**config.mk**
```make
export PLATFORM = sky130hd
export DESIGN_NAME = dff_share_arbiter
export DESIGN_NICKNAME = d
export VERILOG_FILES = /design/src/rtl/dff_share_pkg.sv /design/src/rtl/dff_share_arbiter_rr_pick.sv /design/src/rtl/dff_share_arbiter.sv
export SDC_FILE = /design/constraint.sdc
export NUM_CORES = 1
export LEC_CHECK = 0
export CORE_MARGIN = 2
export CORE_UTILIZATION = 35
export CTS_CLUSTER_DIAMETER = 150
export DETAILED_ROUTE_END_ITERATION = 10
export GPL_TIMING_DRIVEN = 0
export MAX_ROUTING_LAYER = met4
export PLACE_DENSITY_LB_ADDON = 0.25
export SLEW_MARGIN = 25
export SYNTH_ARGS = -nofsm -noshare
export SYNTH_HDL_FRONTEND = slang
export SYNTH_SLANG_ARGS = --single-unit
export TNS_END_PERCENT = 20
```
**constraint.sdc**
```tcl
create_clock -name clk -period 2.69 [get_ports clk]
set_clock_uncertainty 0.1 [all_clocks]
set_input_delay 0.4035 -clock clk [delete_from_list [all_inputs] [get_ports clk]]
set_output_delay 0.4035 -clock clk [all_outputs]
set_load 0.1 [all_outputs]
```
**src/rtl/dff_share_pkg.sv**
```systemverilog
// Shared types and constants for the shared-register arbiter.
// Optional burst ownership is enabled with the DFF_SHARE_LOCK_EN macro.
package dff_share_pkg;

    localparam int MAX_NREQ = 8;
    localparam int IDX_W_MAX = $clog2(MAX_NREQ);

    typedef enum logic [1:0] {
        OP_WRITE = 2'b00,
        OP_SET   = 2'b01,
        OP_CLR   = 2'b10,
        OP_NOP   = 2'b11
    } op_e;

    typedef enum logic [1:0] {
        IDLE   = 2'd0,
        GRANT  = 2'd1,
        SETTLE = 2'd2
    } state_e;

    // Increment a requester index, wrapping at n.
    function automatic logic [IDX_W_MAX-1:0] wrap_inc(input logic [IDX_W_MAX-1:0] idx, input int n);
        return (int'(idx) == n - 1) ? '0 : idx + 1'b1;
    endfunction

endpackage

```
**src/rtl/dff_share_arbiter_rr_pick.sv**
```systemverilog
// Combinational round-robin picker: first set request at or after i_ptr, modulo NREQ.
module rr_pick
    import dff_share_pkg::*;
#(
    parameter int NREQ = 4,
    parameter int IDW  = $clog2(NREQ)
) (
    input  logic [NREQ-1:0] i_req,
    input  logic [IDW-1:0]  i_ptr,
    output logic            o_any,
    output logic [IDW-1:0]  o_idx
);

    localparam logic [IDW:0] NREQ_W = (IDW+1)'(NREQ);

    logic [2*NREQ-1:0] w_req2;
    logic [NREQ-1:0]   w_rot;
    logic [IDW-1:0]    w_off;
    logic [IDW:0]      w_sum;

    // Rotating the doubled vector puts the pointer position at bit 0.
    assign w_req2 = {i_req, i_req};
    assign w_rot  = NREQ'(w_req2 >> i_ptr);
    assign o_any  = |w_rot;
    assign w_sum  = {1'b0, i_ptr} + {1'b0, w_off};
    assign o_idx  = (w_sum >= NREQ_W) ? IDW'(w_sum - NREQ_W) : IDW'(w_sum);

    always_comb begin
        w_off = '0;
        for (int k = NREQ - 1; k >= 0; k--) begin
            if (w_rot[k]) w_off = IDW'(k);
        end
    end

endmodule

```
**src/rtl/dff_share_arbiter.sv**
```systemverilog
// One WIDTH-bit register shared by NREQ requesters with round-robin grants and a settle gap.
// Define DFF_SHARE_LOCK_EN to add req_lock burst ownership.
module dff_share_arbiter
    import dff_share_pkg::*;
#(
    parameter int               NREQ       = 4,
    parameter int               WIDTH      = 3,
    parameter int               SETTLE_CYC = 1,
    parameter logic [WIDTH-1:0] RESET_VAL  = '0
) (
    input  logic                      clk,
    input  logic                      rst_n,
    input  logic [NREQ-1:0]           req_valid,
    input  logic [2*NREQ-1:0]         req_op,
    input  logic [WIDTH*NREQ-1:0]     req_data,
`ifdef DFF_SHARE_LOCK_EN
    input  logic [NREQ-1:0]           req_lock,
`endif
    output logic [NREQ-1:0]           req_ready,
    output logic [WIDTH-1:0]          q,
    output logic                      busy,
    output logic [$clog2(NREQ)-1:0]   last_id,
    output logic                      upd,
    output logic                      err,
    output state_e                    dbg_state
);

    localparam int IDW = $clog2(NREQ);

    logic [NREQ-1:0][1:0]       w_op;
    logic [NREQ-1:0][WIDTH-1:0] w_data;
    logic                       w_any;
    logic [IDW-1:0]             w_pick;
    logic                       w_gnt_valid;
    logic                       w_lock;
    logic [IDW-1:0]             w_gnt_next;
    logic [IDW-1:0]             w_ptr_next;

    state_e           r_state;
    logic [IDW-1:0]   r_gnt_id;
    logic [IDW-1:0]   r_rr_ptr;
    logic [IDW-1:0]   r_last_id;
    logic [WIDTH-1:0] r_q;
    logic             r_upd;
    logic             r_err;
    logic             r_locked;
    logic [3:0]       r_cnt;

    assign w_op        = req_op;
    assign w_data      = req_data;
    assign w_gnt_valid = req_valid[r_gnt_id];
    assign w_gnt_next  = IDW'(wrap_inc(IDX_W_MAX'(r_gnt_id), NREQ));
    assign w_ptr_next  = IDW'(wrap_inc(IDX_W_MAX'(r_rr_ptr), NREQ));
`ifdef DFF_SHARE_LOCK_EN
    assign w_lock = req_lock[r_gnt_id];
`else
    assign w_lock = 1'b0;
`endif

    rr_pick #(.NREQ(NREQ), .IDW(IDW)) u_pick (
        .i_req (req_valid),
        .i_ptr (r_rr_ptr),
        .o_any (w_any),
        .o_idx (w_pick)
    );

    always_ff @(posedge clk) begin
        if (!rst_n) begin
            r_state   <= IDLE;
            r_gnt_id  <= '0;
            r_rr_ptr  <= '0;
            r_last_id <= '0;
            r_q       <= RESET_VAL;
            r_upd     <= 1'b0;
            r_err     <= 1'b0;
            r_locked  <= 1'b0;
            r_cnt     <= '0;
        end else begin
            r_upd <= 1'b0;
            case (r_state)
                IDLE: begin
                    // An absent lock owner releases the burst; the scan resumes past it.
                    if (r_locked && !req_valid[r_rr_ptr]) begin
                        r_locked <= 1'b0;
                        r_rr_ptr <= w_ptr_next;
                    end
                    if (w_any) begin
                        r_gnt_id <= w_pick;
                        r_state  <= GRANT;
                    end
                end
                GRANT: begin
                    if (w_gnt_valid) begin
                        case (op_e'(w_op[r_gnt_id]))
                            OP_WRITE: r_q <= w_data[r_gnt_id];
                            OP_SET:   r_q <= '1;
                            OP_CLR:   r_q <= '0;
                            default:  ;
                        endcase
                        r_last_id <= r_gnt_id;
                        r_upd     <= 1'b1;
                        r_rr_ptr  <= w_lock ? r_gnt_id : w_gnt_next;
                        r_locked  <= w_lock;
                    end else begin
                        r_err <= 1'b1;
                    end
                    if (SETTLE_CYC > 0) begin
                        r_cnt   <= 4'(SETTLE_CYC - 1);
                        r_state <= SETTLE;
                    end else begin
                        r_state <= IDLE;
                    end
                end
                SETTLE: begin
                    if (r_cnt == 4'd0) r_state <= IDLE;
                    else               r_cnt   <= r_cnt - 4'd1;
                end
                default: r_state <= IDLE;
            endcase
        end
    end

    always_comb begin
        req_ready = '0;
        if (r_state == GRANT) req_ready[r_gnt_id] = 1'b1;
    end

    assign q         = r_q;
    assign busy      = (r_state != IDLE);
    assign last_id   = r_last_id;
    assign upd       = r_upd;
    assign err       = r_err;
    assign dbg_state = r_state;

endmodule

```
==> Word-level counts from Yosys, hierarchy flattened <==
Cells that the tools add are included.
{ "word_totals": {"ff_bits": 18, "in_bits": 26} }
{ "op_classes": {"eq_ne": 11, "muxes": 31, "addsub": 5, "n_reduce_logical": 19, "n_shift": 1, "n_lt_le_gt_ge": 4, "n_bitwise": 1} }
{ "ops": {"columns": ["cell", "n"], "rows": [
  ["2-bit two-way mux", 12],
  ["2-bit AND reduction", 6],
  ["3-bit one-hot mux with 3 select lines", 1],
  ["2-bit by 1-bit == test with 1-bit output (second input constant)", 4],
  ["4-bit two-way mux", 2],
  ["2-bit inequality test (second input constant)", 4],
  ["4-bit one-hot mux with 2 select lines", 1],
  ["8-bit by 2-bit right shift with 4-bit output", 1],
  ["3-bit binary-select mux with 2-bit select", 1],
  ["2-bit by 3-bit less-than comparator with 1-bit output (second input constant)", 2],
  ["1-bit two-way mux", 6],
  ["2-bit one-hot mux with 3 select lines", 1],
  ["3-bit AND reduction", 2],
  ["2-bit nonzero test", 3],
  ["2-bit by 1-bit adder with 2-bit output (second input constant)", 2],
  ["1-bit binary-select mux with 2-bit select", 2],
  ["2-bit binary-select mux with 2-bit select", 1],
  ["2-bit == test (second input constant)", 2],
  ["2-bit zero test", 2],
  ["4-bit zero test", 1],
  ["2-bit one-hot mux with 2 select lines", 1],
  ["4-bit OR reduction", 1],
  ["4-bit by 1-bit subtractor with 4-bit output (second input constant)", 1],
  ["2-bit by 2-bit adder with 3-bit output", 1],
  ["11 further kinds", 12]
]} }

==> Longest topological paths before layout <==
Gate-level depths: netlist of the first run.
{ "depth": {"depth_word": 8, "ltp_mapped": 8, "depth_no_buf": 7} }

==> Modules after synthesis <==
From an unflattened synthesis of the first run, not the netlist that was laid out.
{ "hier_totals": {"cells_unflattened": 126, "area_unflattened_um2": 1229.9} }
{ "modules_own_cells": {"columns": ["module", "cells_per_inst", "n_inst", "area_each_um2", "seq_area_each_um2"], "rows": [
  ["dff_share_arbiter", 103, 1, 1049.8, 340.3],
  ["rr_pick", 23, 1, 180.2, 0.0]
]} }

==> Worst setup path after synthesis of the first run <==
Ideal clock, no wire load.
{ "synth_timing": {"path_kind": "register to output", "startpoint": "register r_state[0], in the netlist dbg_state[0]", "endpoint": "output port req_ready[0]", "t_required_ps": 2187, "n_path_buf": 0, "setup_slack_ps": 18, "t_arrival_ps": 2168, "stages_incl_launch_ff": 3, "cell_sequence": "dfxtp_1 > nor2b_1 > and2_1"} }
{ "synth_between": {"elab_chain_cells": 2} }
{ "synth_lines": {"columns": ["element", "line", "text"], "rows": [
  ["start: declaration", "dff_share_arbiter.sv:39", "state_e r_state;"],
  ["start signal: assignment", "dff_share_arbiter.sv:69", "r_state <= IDLE;"],
  ["start signal: assignment", "dff_share_arbiter.sv:89", "r_state <= GRANT;"],
  ["start signal: assignment", "dff_share_arbiter.sv:109", "r_state <= SETTLE;"],
  ["2-bit by 1-bit == test with 1-bit output", "dff_share_arbiter.sv:125", "if (r_state == GRANT) req_ready[r_gnt_id] = 1'b1;"],
  ["4-bit two-way mux", "dff_share_arbiter.sv:125", null],
  ["end: declaration", "dff_share_arbiter.sv:19", "output logic [NREQ-1:0] req_ready,"]
]} }
Every way passes these cells.

==> Worst setup path in the final report of the first run <==
{ "layout_timing": {"startpoint": "input port req_valid[0]", "endpoint": "register r_gnt_id[1]"} }
{ "layout_between": {"elab_chain_cells": 8, "elab_cells_between_ends": 11} }
{ "layout_lines": {"columns": ["element", "line", "text"], "rows": [
  ["start: declaration", "dff_share_arbiter.sv:13", "input logic [NREQ-1:0] req_valid,"],
  ["8-bit by 2-bit right shift with 4-bit output (*)", "dff_share_arbiter_rr_pick.sv:23", "assign w_rot = NREQ'(w_req2 >> i_ptr);"],
  ["2-bit two-way mux (4 in series)", "dff_share_arbiter_rr_pick.sv:31", "if (w_rot[k]) w_off = IDW'(k);"],
  ["2-bit by 2-bit adder with 3-bit output", "dff_share_arbiter_rr_pick.sv:25", "assign w_sum = {1'b0, i_ptr} + {1'b0, w_off};"],
  ["3-bit greater-or-equal comparator or 2-bit by 1-bit subtractor with 2-bit output (tied branches)", "dff_share_arbiter_rr_pick.sv:26", "assign o_idx = (w_sum >= NREQ_W) ? IDW'(w_sum - NREQ_W) : IDW'(w_sum);"],
  ["2-bit two-way mux", "dff_share_arbiter_rr_pick.sv:26", null],
  ["end signal: assignment", "dff_share_arbiter.sv:88", "r_gnt_id <= w_pick;"],
  ["end: declaration", "dff_share_arbiter.sv:40", "logic [IDW-1:0] r_gnt_id;"]
]} }
Every way passes the cells marked *; elsewhere a longest branch is shown, timed or not.
A chain may end at the register's enable or synchronous reset.

==> results of run 1 <==
## critical path: stages
cell and delay, ps:
clkdlybuf4s50_1 580, nor2_1 80, a221o_2 390, a221o_1 320
ha_1 190, xor2_1 150, or4b_1 470, o311ai_1 90
## registers in the layout, summed over array words and instances (netlist names)
| register | count |
|---|---|
| q | 3 |
| err | 1 |
| r_gnt_id | 2 |
| dbg_state | 2 |
| last_id | 2 |
| upd | 1 |
| r_rr_ptr | 2 |
| r_cnt | 4 |
## layout make-up
type                       instances  area share
buffer                             5      0.0182
clock buffer                       4      0.0166
inverter                           8      0.0190
multi-input combinational         90       0.444
sequential                        17       0.216
tap                               44      0.0349
timing repair buffer              39       0.252
## cells in the mapped netlist (2+ instances only)
| cell | instances |
|---|---|
| and2_1 | 4 |
| nand3_1 | 6 |
| nor2_1 | 18 |
| nor4_1 | 2 |
| nand2_1 | 8 |
| mux4_1 | 2 |
| buf_2 | 2 |
| o21ai_0 | 5 |
| o31ai_1 | 2 |
| clkbuf_1 | 2 |
| ha_1 | 8 |
| a31oi_1 | 3 |
| nand2b_1 | 3 |
| mux4_2 | 5 |
| dfxtp_1 | 17 |
| a21oi_1 | 4 |
| inv_1 | 8 |
## power by group through the flow
stage                     registers [uW]  logic [uW]  clock network [uW]
after floorplan                      367         191                   0
after global placement               290         369                   0
after detailed placement             290         374                   0
after CTS                            285         375                 139
after global routing                 287         400                 150
final                                284         371                 131
## cells by family after synthesis
| group | Yosys count |
|---|---|
| AOI/OAI and AO/OA | 22 |
| xor gates and xnor gates | 1 |
| adders and majority gates | 8 |
| buffers and inverters | 13 |
| DFF | 17 |
| muxes | 9 |
| and+or+nand+nor | 50 |
## how the worst min path moves through the flow
| stage | startpoint | cells after the start | end | slack, ps |
|---|---|---|---|---|
| final | last_id[1] | 2 | last_id[1] | 380 |
| after global placement | last_id[0] | 2 | last_id[0] | 360 |
| after global routing | last_id[1] | 2 | last_id[1] | 400 |
| after floorplan | r_cnt[3] | 2 | r_cnt[3] | 370 |
| after CTS | last_id[0] | 2 | last_id[0] | 380 |
| after detailed placement | last_id[0] | 2 | last_id[0] | 370 |
## routing by layer
metal / vias to the layer above / GRT usage / share of wire
met2: 28 / 0.259 / 0.51
met5: - / - / 0
met3: 2 / 0.0195 / 0.033
met1: 477 / 0.202 / 0.45
li1: 527 / - / -
met4: 0 / 0.0667 / 0.011
## stage by stage
| step | total power, uW | instances |
|---|---|---|
| floorplan | 558 | 120 |
| global placement | 658 | 203 |
| detailed placement | 664 | 203 |
| CTS | 798 | 207 |
| global route | 837 | 207 |
| finish | 787 | 207 |
## what timing repair did
action,CTS,global route
endpoints found under the hold margin,0,0
endpoints found under the setup margin,4,1
gates resized for setup,12,1
==> summary.txt, run 1 <==
Min path
  • Hold Path Class: register to register

Pwr
  • Peak VDD IR: ~0.16 mV
  • Sw frac: 0.404
  • Logic pwr share: 0.472
  • Switch Pwr: 318 uW
  • Sequential share of power: 0.362
  • Leakage power: around 0.0006 uW
  • Internal: 469 uW
  • Pwr/cell area: between 400 and 500 nW/um^2
  • Clk pwr share: 0.167

Timing
  • Final hold vios: 0
  • Final cycle utilization of the critical path: 0.956
  • Slew headroom: 0.353
  • Final TNS setup: 0 ps
  • Fin. max-slew vios: 0
  • Fmax: 389 MHz
  • # setup viols final: 0
  • Fin crit period: 2570 ps
  • RSZ-0062 raised after global routing: no
  • Final hold slack: 379 ps
  • Worst-margin pin slew: 968 ps
  • PnR worst setup slack: between 100 and 150 ps

Synth
  • Register area share after synthesis: 0.309
  • Synthesized cell area: 1100 sq um
  • Post-synthesis adder-cell area fraction: 0.0910
  • Yosys Warn Count: 0
  • Dominant synthesized flop cell: dfxtp_1
  • Async SR Flop Fraction: 0
  • Post-synth top area share: 0.309
  • Mapped Nets: approximately 150
  • Simple-Gate Fraction of Synth Area: 0.231
  • Mapped Cells: between 100 and 150
  • Largest family of logic cells by synthesized area: simple AND/OR/NAND/NOR gates
  • Multiplexer share of the synthesized area: 0.170
  • Yosys reg bits: 17
  • Compound-gate portion of the synthesized area: 0.138
  • Dominant cell type by area after synthesis: dfxtp_1
  • Leading post-synthesis cells by cell area: dfxtp_1, mux4_2, ha_1
  • Number of synthesized flops with an enable pin: 0
  • Post-Synth XOR/XNOR Area: 0.00796
  • Post-synthesis cell type count: 38
  • Post-Syn Area per Cell: 9.17 sq um

Drt
  • Vias: 1,034
  • Wirelength per Cell: 12.3 microns
  • DRC Markers: 0
  • Drt pass-1 iters: 4
  • Initial DRC count: 25
  • Vias per Instance: 5.00
  • Final wirelength: around 2.5 mm
  • Post-DRT Antenna Nets: 0

Worst setup path
  • Setup crit end: r_gnt_id[1]
  • Worst setup path category: input pin to register
  • CP arrival: 2670 ps
  • Worst Path Required: 2790 ps
  • CP Capture Type: register
  • FF-to-FF path depth: 8
  • CP Max Fanout: 7
  • Startpoint Class: input pin
  • Internal reg-to-reg setup slack: 270 ps
  • Critical R2R Launch: r_rr_ptr[0]
  • Crit path launch: req_valid[0]
  • RR Endpoint: r_gnt_id[1]

Die
  • IO Count: 40
  • Die area: 3610 sq um
  • Horiz. Die Dim: between 60 and 70 microns
  • Die height: 60.1 microns
  • Initial core utilization: 0.363
  • Rows: 20
  • Core Region: 3030 sq um

Final layout
  • Post-route design area: 1580 sq um
  • Commonest non-fill, non-tap cells in the layout: clkdlybuf4s50_1, nor2_1, dfxtp_1
  • P&R area growth vs syn: 43.6%
  • Multi-input gate area: 701 sq um
  • Register area: 340 sq um
  • Commonest non-fill, non-tap cell in the layout: clkdlybuf4s50_1
  • Finished Core Util: 0.521
  • Share of cells above drive strength 1: 0.123
  • N_diodes: 0
  • # fillers: 307
  • Final #Nets: 198

Global routing
  • First-pass GRT wire length: ~4.2 mm
  • Overflow after GRT: 0
  • Pin count of the biggest net entering global routing: 11
  • Initial antenna violation count: 0
  • Total GRT Usage: 0.160
  • Number of global-route vias before repair: around 980

Clock tree
  • H-Tree Depth: 1
  • CTS buffer count: 3
  • Maximum clock path buffer count: 2
  • Worst-path clk slew: roughly 90 ps
  • # Post-CTS Setup Buffers: 0
  • Clock sink total: 17
  • Hold buffers post-CTS: 0
  • TritonCTS clock tree: built
  • Clk root buf: clkbuf_4
  • Skew-Pair Late Insertion Delay: ~280 ps

Placed design
  • RePlAce Congestion: 0.716
  • HPWL after detailed placement: approximately 2.1 mm
  • Buffers on Ports: 39
  • Placement Cell Area: about 1500 sq um
  • Pre-CTS WS: -295 ps

Status
  • Status: completed

Run
  • Max Cap Viol: 0
Power figures use the tool's default switching activity.
==> run 2, diff against run 1 <==
- CORE_UTILIZATION: 35 -> 39
==> run 2 against run 1 <==
Worst setup slack got worse by 5.8 ps. Routed wire length decreased by 3.0%. Highest routed layer unchanged. Clock power about the same. Sequential power is essentially flat.
==> summary.txt, run 2 (synthesized netlist as in run 1, its figures left out) <==
Timing
  • Final cycle utilization of the critical path: 0.959 (+0.00217)
  • Fin crit period: 2580 ps (+5.82 ps)
  • Slew headroom: 0.346 (-0.00652)
  • Worst-margin pin slew: 977 ps (+9.75 ps)
  • Final hold vios: 0 (unchanged)
  • # setup viols final: 0 (unchanged)
  • Fin. max-slew vios: 0 (unchanged)
  • PnR worst setup slack: 111 ps (-5.82 ps)
  • RSZ-0062 raised after global routing: no
  • Fmax: 388 MHz (-0.23%)

Worst setup path
  • CP Max Fanout: 7 (unchanged)
  • CP arrival: 2670 ps (about the same)
  • CP Capture Type: register
  • CP max stage cell: clkdlybuf4s50_1
  • Worst Path Required: 2780 ps (about the same)
  • Cells along the critical path: clkdlybuf4s50_1 > nor2_1 > a221o_2 > a221o_1 > ha_1 > xor2_1 > or4b_1 > o311ai_1
  • Slowest stage delay, CP: 580 ps (about the same)
  • Startpoint Class: input pin
  • Worst setup path category: input pin to register

Final layout
  • Largest Register: r_cnt
  • P&R area growth vs syn: 39.5%
  • N_diodes: 0 (unchanged)
  • Largest register FFs: 4 (unchanged)
  • Commonest non-fill, non-tap cell in the layout: clkdlybuf4s50_1
  • Final #Nets: 198 (unchanged)
  • Post-route non-filler standard cell count: 194 (-6.3%)
  • Finished Core Util: 0.566 (+0.0445)
  • Commonest non-fill, non-tap cells in the layout: clkdlybuf4s50_1, nor2_1, dfxtp_1
  • Share of cells above drive strength 1: 0.123 (unchanged)

Clock tree
  • H-Tree Depth: 1 (unchanged)
  • TritonCTS clock tree: built
  • Clock sink total: 17 (unchanged)
  • Worst-path clk slew: 100 ps (about the same)
  • Maximum clock path buffer count: 2 (unchanged)
  • # Post-CTS Setup Buffers: 0 (unchanged)
  • Skew-Pair Late Insertion Delay: 280 ps (about the same)
  • Clk root buf: clkbuf_4
  • CTS buffer count: 3 (unchanged)

Die
  • IO Count: 40 (unchanged)
  • Core Region: 2710 sq um (-10%)
  • Horiz. Die Dim: 57.1 microns (-4.9%)
  • Die height: 57.1 microns (-4.9%)
  • Initial core utilization: 0.406 (+0.0426)
  • Die area: 3260 sq um (-9.6%)
  • Rows: 19 (-5.0%)

Global routing
  • Overflow after GRT: 0 (unchanged)
  • Grt peak-use layer: met2
  • First-pass GRT wire length: 4.13 mm (-1.6%)
  • Total GRT Usage: 0.162 (+0.00169)
  • Initial antenna violation count: 0 (unchanged)
  • Pin count of the biggest net entering global routing: 11 (unchanged)
  • Met1 usage: 0.213 (+0.0112)
  • M3 GR Usage: 0.0227 (+0.00320)
  • Met2 Use GR: 0.259 (about the same)
  • Number of global-route vias before repair: 907 (-7.4%)

Pwr
  • Sw frac: 0.407 (+0.00280)
  • Peak VDD IR: 0.329 mV (+110%)
  • Sequential share of power: 0.363 (about the same)
  • Switch Pwr: 318 uW (+0.14%)
  • Clk pwr share: 0.170 (+0.003)
  • Internal: 464 uW (-1.0%)
  • Leakage power: 0.000605 uW (-0.80%)
  • Pwr/cell area: 510 nW/um^2 (+2.4%)
  • Logic pwr share: 0.467 (-0.005)

Placed design
  • Pre-CTS WS: -300 ps (-4.92 ps)
  • HPWL after detailed placement: 2.03 mm (-1.7%)
  • Buffers on Ports: 39 (unchanged)
  • RePlAce Congestion: 0.806 (+13%)
  • Placed Cells incl. Taps: 190 (-6.4%)

Min path
  • Hold Path Class: register to register

Drt
  • Final wirelength: 2.47 mm (-3.0%)
  • DRC Markers: 0 (unchanged)
  • Vias: 1,002 (-3.1%)
  • Wirelength per Cell: 12.7 microns (+3.5%)
  • Vias per Instance: 5.16 (+3.4%)
  • Drt pass-1 iters: 4 (unchanged)
  • Post-DRT Antenna Nets: 0 (unchanged)
  • Initial DRC count: 24 (-4.0%)

Status
  • Status: completed

Run
  • Max Cap Viol: 0 (unchanged)
-- run 2: cell count changes in the layout (fill, tap and decap cells not counted), sizes merged --
cell	change
clkbuf	+4
clkdlybuf4s15	-4
dlygate4sd2	+1
dlymetal6s2s	-1
-- run 2: final timing paths --
path                startpoint  slack, ps  cells past startpoint          end
setup / recovery  req_valid[0]        110                      8  r_gnt_id[1]
hold / removal      last_id[1]        380                      2   last_id[1]
setup reg to reg   r_rr_ptr[0]        260                      8  r_gnt_id[1]
hold reg to reg     last_id[1]        380                      2   last_id[1]
-- run 2: power groups by stage --
stage	Sequential (uW)	Combinational [uW]	Clock (uW)
final	284	366	133
after detailed placement	290	372	0
after CTS	284	369	137
after global routing	288	393	151
after floorplan	367	191	0
after global placement	289	366	0
-- run 2: per-stage QoR --
stage / area, sq um / TNS, ps / hold slack [ps] / power, uW
2_1_floorplan: 1100 / 0 / 374 / 558
3_3_place_gp: 1530 / -235 / 358 / 655
3_5_place_dp: 1530 / -300 / 368 / 662
4_1_cts: 1550 / 0 / 383 / 791
5_1_grt: 1530 / 0 / 413 / 832
6_report: 1530 / 0 / 379 / 782
-- run 2: routing by layer --
metal / part of all wire / vias to the layer above / wire length, microns
li1: - / 522 / -
met1: 0.48 / 461 / 1190
met2: 0.48 / 17 / 1180
met3: 0.028 / 2 / 69
met4: 0.011 / 0 / 27
met5: 0 / - / 0
-- run 2: layout make-up --
type                    instances  area (sq um)
repair buffers                 39           369
well taps                      31          38.8
fillers                       264          1180
plain buffers                   5          28.8
multi-input cells              90           701
flip-flops and latches         17           340
inverters                       8          30.0
clock buffers                   4          26.3
-- run 2: critical path, delay by kind of cell --
family | cells | cell delay [ps]
compound gates | 3 | 810
xor+xnor | 1 | 150
fa+ha+maj | 1 | 190
buf+inv | 1 | 580
simple gates | 2 | 540
-- run 2: what timing repair did --
item | 4_1_cts | 5_1_grt
resized for setup | 5 | 8
hold buffers | 0 | 0
endpoints found under the setup margin | 5 | 4
==> run 3, diff against run 2 <==
- CORE_ASPECT_RATIO: unset -> 1.75
- CORE_UTILIZATION: 39 -> 44
==> run 3 against run 2 <==
Design area up 1.1%. Utilization rose by 7.1 points. Clock-buffer cell count decreased by 1. Worst setup slack better by 33 ps. Critical endpoint unchanged.
==> summary.txt, run 3 (synthesized netlist as in run 1, its figures left out) <==
Timing
  • Final cycle utilization of the critical path: 0.946 (-0.0122)
  • Final hold vios: 0 (unchanged)
  • Fin. max-slew vios: 0 (unchanged)
  • # setup viols final: 0 (unchanged)
  • Fin crit period: 2550 ps (-32.9 ps)
  • Fmax: 393 MHz (+1.3%)
  • Final TNS setup: 0 ps (unchanged)
  • Worst-margin pin slew: 969 ps (-8.43 ps)
  • Slew headroom: 0.352 (+0.00564)
  • RSZ-0062 raised after global routing: no

Worst setup path
  • Worst setup path category: input pin to register
  • Crit path launch: req_valid[2]
  • Worst Path Required: 2740 ps (-40 ps)
  • FF-to-FF path depth: 8 (unchanged)
  • Critical R2R Launch: r_rr_ptr[0]
  • CP Capture Type: register
  • Internal reg-to-reg setup slack: 230 ps (-30 ps)
  • CP Max Fanout: 7 (unchanged)
  • Startpoint Class: input pin
  • CP arrival: 2600 ps (-70 ps)
  • RR Endpoint: r_gnt_id[1]

Pwr
  • Sequential share of power: 0.340 (-0.023)
  • Switch Pwr: 327 uW (+2.7%)
  • Clk pwr share: 0.222 (+0.052)
  • Peak VDD IR: 0.383 mV (+16%)
  • Pwr/cell area: 540 nW/um^2 (+5.9%)
  • Logic pwr share: 0.438 (-0.029)
  • Total power: 837 uW (+7.0%)
  • Leakage power: 0.000624 uW (+3.2%)
  • Internal: 510 uW (+10%)
  • Sw frac: 0.390 (-0.0165)

Global routing
  • Overflow after GRT: 0 (unchanged)
  • Total GRT Usage: 0.196 (+0.0341)
  • Number of global-route vias before repair: 1,090 (+20%)
  • Pin count of the biggest net entering global routing: 11 (unchanged)
  • First-pass GRT wire length: 4.44 mm (+7.5%)
  • Initial antenna violation count: 0 (unchanged)

Die
  • Die height: 70.1 microns (+23%)
  • Die area: 2930 sq um (-10%)
  • Initial core utilization: 0.452 (+0.0463)
  • Horiz. Die Dim: 41.8 microns (-27%)
  • IO Count: 40 (unchanged)
  • Core Region: 2430 sq um (-10%)
  • Rows: 24 (+5)

Drt
  • Vias: 1,040 (+3.8%)
  • DRC Markers: 0 (unchanged)
  • Final wirelength: 2.52 mm (+2.1%)
  • Drt pass-1 iters: 5 (+1)
  • Vias per Instance: 5.50 (+6.5%)
  • Post-DRT Antenna Nets: 0 (unchanged)
  • Initial DRC count: 13 (-46%)
  • Wirelength per Cell: 13.3 microns (+4.8%)

Final layout
  • Finished Core Util: 0.637 (+0.0713)
  • Largest register FFs: 4 (unchanged)
  • Largest Register: r_cnt
  • N_diodes: 0 (unchanged)
  • P&R area growth vs syn: 41.0%
  • Share of cells above drive strength 1: 0.129 (+0.00613)
  • Commonest non-fill, non-tap cell in the layout: clkdlybuf4s50_1
  • Final #Nets: 198 (unchanged)
  • Post-route design area: 1550 sq um (+1.1%)
  • Post-route non-filler standard cell count: 189 (-2.6%)
  • Commonest non-fill, non-tap cells in the layout: clkdlybuf4s50_1, nor2_1, dfxtp_1

Min path
  • Endpoint, Worst Hold: last_id[1]
  • Hold Path Class: register to register
  • WHS Path Cells: 2 (unchanged)
  • Min-delay src: last_id[1]

Clock tree
  • Skew-Pair Late Insertion Delay: 250 ps (-30 ps)
  • Maximum clock path buffer count: 2 (unchanged)
  • Clock sink total: 17 (unchanged)
  • TritonCTS clock tree: built
  • Clk root buf: clkbuf_8
  • # Post-CTS Setup Buffers: 0 (unchanged)
  • H-Tree Depth: 1 (unchanged)
  • Worst-path clk slew: 70 ps (-30 ps)
  • CTS buffer count: 3 (unchanged)

Placed design
  • Placement Cell Area: 1520 sq um (-0.41%)
  • RePlAce Congestion: 0.774 (-4.0%)
  • HPWL after detailed placement: 2.14 mm (+5.5%)
  • Buffers on Ports: 39 (unchanged)
  • Placed Cells incl. Taps: 185 (-2.6%)

Status
  • Status: completed

Run
  • Max Cap Viol: 0 (unchanged)
==> run 3: changes by cell type in the layout (fill, tap and decap cells not counted) <==
cell,previous run,this run
clkbuf_1,3,2
clkbuf_4,3,0
clkbuf_8,0,3
clkdlybuf4s50_1,34,33
clkinv_2,0,1
dlymetal6s2s_1,0,1
==> run 3: worst max-delay path by stage <==
stage	to	slack, ps	depth (start not counted)
after CTS	req_ready[0]	40	3
after floorplan	req_ready[0]	20	2
after global routing	r_gnt_id[1]	90	7
after detailed placement	r_gnt_id[1]	-320	8
after global placement	r_gnt_id[1]	-240	8
final	r_gnt_id[1]	140	7
==> run 3: area by class of cell <==
cell class,instances,area (sq um)
Clock buffer,3,41.3
Sequential cell,17,340
Inverter,8,30.0
Clock inverter,1,5.00
Multi-Input combinational cell,90,701
Tap cell,26,32.5
Timing Repair Buffer,39,372
Buffer,5,28.8
Fill cell,212,882
==> run 3: power groups by stage <==
stage | logic, uW | clock network (uW) | registers [uW]
after floorplan | 191 | 0 | 367
after CTS | 371 | 189 | 285
after global routing | 394 | 201 | 287
after detailed placement | 373 | 0 | 290
final | 366 | 186 | 285
after global placement | 364 | 0 | 289
==> run 3: critical path: stages <==
cell	delay [ps]
clkdlybuf4s50_1	520
a221o_2	400
a221o_1	330
ha_1	190
xor2_1	150
or4b_1	480
o311ai_1	110
==> run 3: repair_timing <==
action / CTS / global route
gates cloned: 0 / 0
hold buffers: 0 / 0
gates resized for setup: 5 / 9
endpoints found under the setup margin: 5 / 5
==> run 3: routing by layer <==
metal  vias up  global-route usage  part of all wire
met1       491               0.192              0.36
met4         0              0.0789             0.015
met3         4              0.0284             0.026
li1        524                   -                 -
met2        21               0.370              0.59
met5         -                   -                 0
==> run 3: through the flow <==
step | hold slack (ps) | worst slack [ps]
2_1_floorplan | 374 | 18.3
3_3_place_gp | 357 | -235
3_5_place_dp | 370 | -319
4_1_cts | 380 | 41.9
5_1_grt | 396 | 89.2
6_report | 378 | 144
